**src/rtl/div_unit_pkg.sv**
```systemverilog
// div_unit_pkg: state encoding and result-bus width for the iterative divider
package div_unit_pkg;
  typedef enum logic [1:0] {DIV_FREE, DIV_BY_ZERO, DIV_ON, DIV_END} div_state_e;
  localparam int DIV_RESULT_BUS = 64;
endpackage

```
**src/rtl/div_unit.sv**
```systemverilog
// div_unit: radix-2 restoring DIV/DIVU with stall request, annul and one-cycle ready pulse
module div_unit
  import div_unit_pkg::*;
#(
  parameter int WIDTH = 32,
  parameter int CNT_W = 6
) (
  input  logic               clk,
  input  logic               rst,
  input  logic               start_i,
  input  logic               signed_div_i,
  input  logic [WIDTH-1:0]   opdata1_i,
  input  logic [WIDTH-1:0]   opdata2_i,
  input  logic               annul_i,
  output logic [2*WIDTH-1:0] result_o,
  output logic               ready_o,
  output logic               stallreq_o
);
  localparam logic [CNT_W-1:0] LAST = CNT_W'(WIDTH - 1);
  div_state_e state;
  logic [CNT_W-1:0] cnt;
  logic [WIDTH-1:0] dvs, rem, quo, rem_nx, quo_nx, a_abs, b_abs;
  logic [WIDTH:0] shifted, diff;
  logic neg_q, neg_r, armed, accept;
  always_comb begin
    accept = state == DIV_FREE && start_i && !annul_i && armed;
    a_abs = (signed_div_i && opdata1_i[WIDTH-1]) ? -opdata1_i : opdata1_i;
    b_abs = (signed_div_i && opdata2_i[WIDTH-1]) ? -opdata2_i : opdata2_i;
    shifted = {rem, quo[WIDTH-1]};
    diff = shifted - {1'b0, dvs};
    rem_nx = diff[WIDTH] ? shifted[WIDTH-1:0] : diff[WIDTH-1:0];
    quo_nx = {quo[WIDTH-2:0], ~diff[WIDTH]};
    stallreq_o = accept || state == DIV_ON || state == DIV_BY_ZERO;
  end
  always_ff @(posedge clk) begin
    if (rst) begin
      state <= DIV_FREE;
      cnt <= '0;
      result_o <= '0;
      ready_o <= 1'b0;
      armed <= 1'b1;
    end else begin
      ready_o <= 1'b0;
      if (!start_i) armed <= 1'b1;
      if (annul_i) state <= DIV_FREE;
      else case (state)
        DIV_FREE: if (accept) begin
          armed <= 1'b0;
          cnt <= '0;
          rem <= '0;
          if (opdata2_i == '0) begin
            quo <= opdata1_i;
            state <= DIV_BY_ZERO;
          end else begin
            quo <= a_abs;
            dvs <= b_abs;
            neg_q <= signed_div_i && (opdata1_i[WIDTH-1] ^ opdata2_i[WIDTH-1]);
            neg_r <= signed_div_i && opdata1_i[WIDTH-1];
            state <= DIV_ON;
          end
        end
        DIV_BY_ZERO: begin
          result_o <= {quo, {WIDTH{1'b1}}};
          ready_o <= 1'b1;
          state <= DIV_END;
        end
        DIV_ON: begin
          rem <= rem_nx;
          quo <= quo_nx;
          cnt <= cnt + 1'b1;
          if (cnt == LAST) begin
            result_o <= {neg_r ? -rem_nx : rem_nx, neg_q ? -quo_nx : quo_nx};
            ready_o <= 1'b1;
            state <= DIV_END;
          end
        end
        DIV_END: state <= DIV_FREE;
      endcase
    end
  end
endmodule

```
**config.mk**
```make
export PLATFORM = sky130hd
export DESIGN_NAME = div_unit
export DESIGN_NICKNAME = d
export VERILOG_FILES = /design/src/rtl/div_unit_pkg.sv /design/src/rtl/div_unit.sv
export SDC_FILE = /design/constraint.sdc
export NUM_CORES = 1
export LEC_CHECK = 0
export ABC_AREA = 1
export CORE_ASPECT_RATIO = 0.7
export CORE_MARGIN = 10
export CORE_UTILIZATION = 32
export DETAILED_ROUTE_END_ITERATION = 7
export PLACE_DENSITY_LB_ADDON = 0.3
export SYNTH_ARGS = -nofsm -noshare
export SYNTH_HDL_FRONTEND = slang
export SYNTH_SLANG_ARGS = --single-unit
```
**constraint.sdc**
```tcl
create_clock -name clk -period 5.6 [get_ports clk]
set_input_delay 0.56 -clock clk [delete_from_list [all_inputs] [get_ports clk]]
set_output_delay 0.56 -clock clk [all_outputs]
set_load 0.02 [all_outputs]
```
==> out/qor.yml <==
clock_network:
  cts_root_buffer: "clkbuf_16"
  clockBufferDepth: 2
  ctsHoldBuffers: 0
  path_clk_slew_ns: 0.07
  ctsResizeCount: 0
  cts_made_buffers: 17
  htreeDepth: 4
  cts_tree: "built"
  clock_latency_ns: 0.46
  cts_setup_buffers: 0
  cts_num_sinks: 172
route:
  drtIter0Drc: 1540
  vias: 13100
  routed_via_density: 5.018
  drcViolationCount: 0
  ant_nets: 0
  firstDrtPassIters: 5
  drt_wl_total_um: 44160
  post_drt_wl_per_cell_um: 16.91
placement:
  dp_hpwl_um: 35150
  gp_congestion: 0.9620
  portBuffers: 134
  post-place-ws_ns: 0.8573
  dp.cells: 2579
grt:
  grt_use_total_pct: 17.81
  grt_max_degree: 92
  antenna_found_initial: 0
  first_global_vias: 12260
  gr-total-overflow: 0
  grt_pass1_wl_um: 69070
timing:
  slew-limit-headroom_pct: 33.22
  hold_violations: 0
  min_period_ns: 4.860
  rsz0062_at_grt: "false"
  tns_ns: 0
  tightest_slew_ns: 1.002
  finalCritPeriodShare_pct: 86.78
  finClkSkew_ns: 0.01755
  report.final.setup_viol: 0
  drv_slew: 0
  worst_slack_ns: 0.7405
  maxClockFrequency_ghz: 0.2058
logic_synthesis:
  ys_types: 47
  synth-main-ff-cell: "edfxtp_1"
  syn-cell-area_mm2: 0.01300
  synth_edf_count: 98
  postSynthAreaPerCell_um2: 6.650
  async_reset_ff_share_pct: 0
  ys_seq_area_share_pct: 34.03
  synth-seq-cells: 172
  yosysWarnings: 0
  synth_nets: 2065
  synthCells: 1955
layout:
  instances_no_fill: 2611
  nets: 2173
  mostFrequentLayoutCells: "nand2_1, inv_1, nor2_1, clkdlybuf4s50_1, nand3_1"
  area_growth_pct: 18.76
  layout_commonest_cell: "nand2_1"
  diodes: 0
  layout-drive-gt1-share_pct: 6.455
setup_path:
  cp_data_required_time_ns: 5.95
  cp_slowest_stage_delay_ns: 0.42
  end_kind: "flip-flop"
  worst_ep_arrival_time_ns: 5.21
  crit_path_start_kind: "flip-flop"
  reg2reg_from: "quo[31]"
  ff2ff_path_depth: 31
  r2r-end: "result_o[30]"
  cp_max_fo: 44
  critPathLaunch: "quo[31]"
  cp_slowest_cell: "edfxtp_1"
  crit_path_frequent_cell: "inv_1"
  critPathKind: "flip-flop to flip-flop"
  cp-endpoint: "result_o[30]"
  reg2reg_slack_ns: 0.74
floorplanning:
  dieHeight_um: 188.6
  fp.dieW_um: 260.9
  rows: 61
  ios: 135
  core_region_area_mm2: 0.03992
  start_util_pct: 32.57
  dieArea_mm2: 0.04922
power:
  irDropWorstVdd_uv: 238.6
  p_leak_nw: 6.744
  powerDensity_mw_per_mm2: 211.3
run:
  cap_viol_max_count: 0
outcome:
  status: "complete, no violations"
hold_path:
  hold_path.class: "flip-flop to flip-flop"
cells in the mapped netlist (3+ instances only):
| master | count | area, um2 |
|---|---|---|
| nand4_1 | 24 | 150.1 |
| nor2_4 | 6 | 67.56 |
| edfxtp_1 | 98 | 2943 |
| nor4_1 | 10 | 62.56 |
| o31ai_1 | 5 | 37.54 |
| dfxtp_1 | 74 | 1481 |
| or2_2 | 11 | 68.82 |
| buf_6 | 6 | 67.56 |
| nand2_1 | 534 | 2004 |
| nand2_4 | 8 | 90.09 |
| nor2_2 | 10 | 62.56 |
| nand3b_1 | 13 | 97.59 |
| clkbuf_1 | 38 | 142.6 |
| xnor2_1 | 23 | 201.4 |
| o21bai_1 | 13 | 97.59 |
| xor2_1 | 33 | 289.0 |
| o21ai_2 | 5 | 43.79 |
| nand3_1 | 133 | 665.6 |
| a31oi_1 | 16 | 100.1 |
| a21oi_1 | 120 | 600.6 |
| inv_2 | 10 | 37.54 |
| nor3_1 | 30 | 150.1 |
| buf_1 | 8 | 30.03 |
| o221ai_1 | 6 | 52.55 |
| ha_1 | 40 | 500.5 |
| nand2_2 | 27 | 168.9 |
| buf_2 | 3 | 15.01 |
| o21ai_1 | 6 | 30.03 |
| inv_1 | 267 | 1002 |
| nor2_1 | 245 | 919.6 |
| o21ai_0 | 99 | 495.5 |
| o211ai_1 | 15 | 112.6 |
metal layers:
layer	vias to the layer above	GRT usage (%)	share of wire (%)
met5	-	0	0
met4	0	3.391	0.98
met3	32	4.432	8.3
met2	445	26.38	43
met1	6068	25.59	48
li1	6558	-	-
worst min-delay path by stage:
stage	endpoint	from	depth (start not counted)	slack, ns
5_1_grt	result_o[36]	result_o[36]	2	0.50
3_5_place_dp	result_o[37]	result_o[37]	2	0.46
4_1_cts	result_o[35]	result_o[35]	2	0.48
6_report	result_o[35]	result_o[35]	2	0.47
2_1_floorplan	armed	armed	2	0.45
3_3_place_gp	result_o[44]	result_o[44]	2	0.46
metrics by stage:
| step | utilization, % | hold WS (ns) | instance area (um2) | power (mW) |
|---|---|---|---|---|
| floorplan | - | 0.4515 | 13000 | 1.802 |
| global placement | 37.15 | 0.4551 | 14830 | 2.007 |
| detailed placement | 37.15 | 0.4597 | 14830 | 2.013 |
| CTS | 38.68 | 0.4785 | 15440 | 3.282 |
| global route | 38.68 | 0.4994 | 15440 | 3.414 |
| finish | 38.68 | 0.4711 | 15440 | 3.263 |
report_power, final:
part           internal, mW  leakage, nW  switching [mW]
registers              1.38         1.50          0.0255
clock network         0.720        0.297           0.552
logic                 0.212         4.95           0.374
sequential cells by signal, summed over array words and instances, names as in the netlist:
name	count
cnt	6
quo	32
result_o	64
state	2
armed	1
ready_o	1
dvs	32
rem	32
neg_r	1
neg_q	1
cells by family after synthesis:
kind of cell               count (synthesis)  share of synthesized area, %
DFF                                      172                         34.03
AOI/OAI and AO/OA                        293                         12.63
buffers and inverters                    334                         10.19
and+or+nand+nor                         1059                         35.37
adders and majority gates                 41                         4.004
xor gates and xnor gates                  56                         3.773
area by class of cell:
cell class,count,area (um2)
Fill cell,4236,24480
Multi-Input combinational cell,1449,7263
Sequential cell,172,4424
Timing Repair Buffer,146,1431
Inverter,277,1040
Tap cell,535,669.4
Clock buffer,20,446.7
Clock inverter,12,163.9
critical path: cells and delay by family (launching register included):
family	cells	cell delay [ns]
flip-flops	1	0.42
AND/OR/NAND/NOR	18	2.58
adder cells (fa/ha/maj)	3	0.84
buffers and inverters	7	0.57
AO/OA/AOI/OAI	3	0.33
No activity file was read; power rests on OpenSTA's default activity.
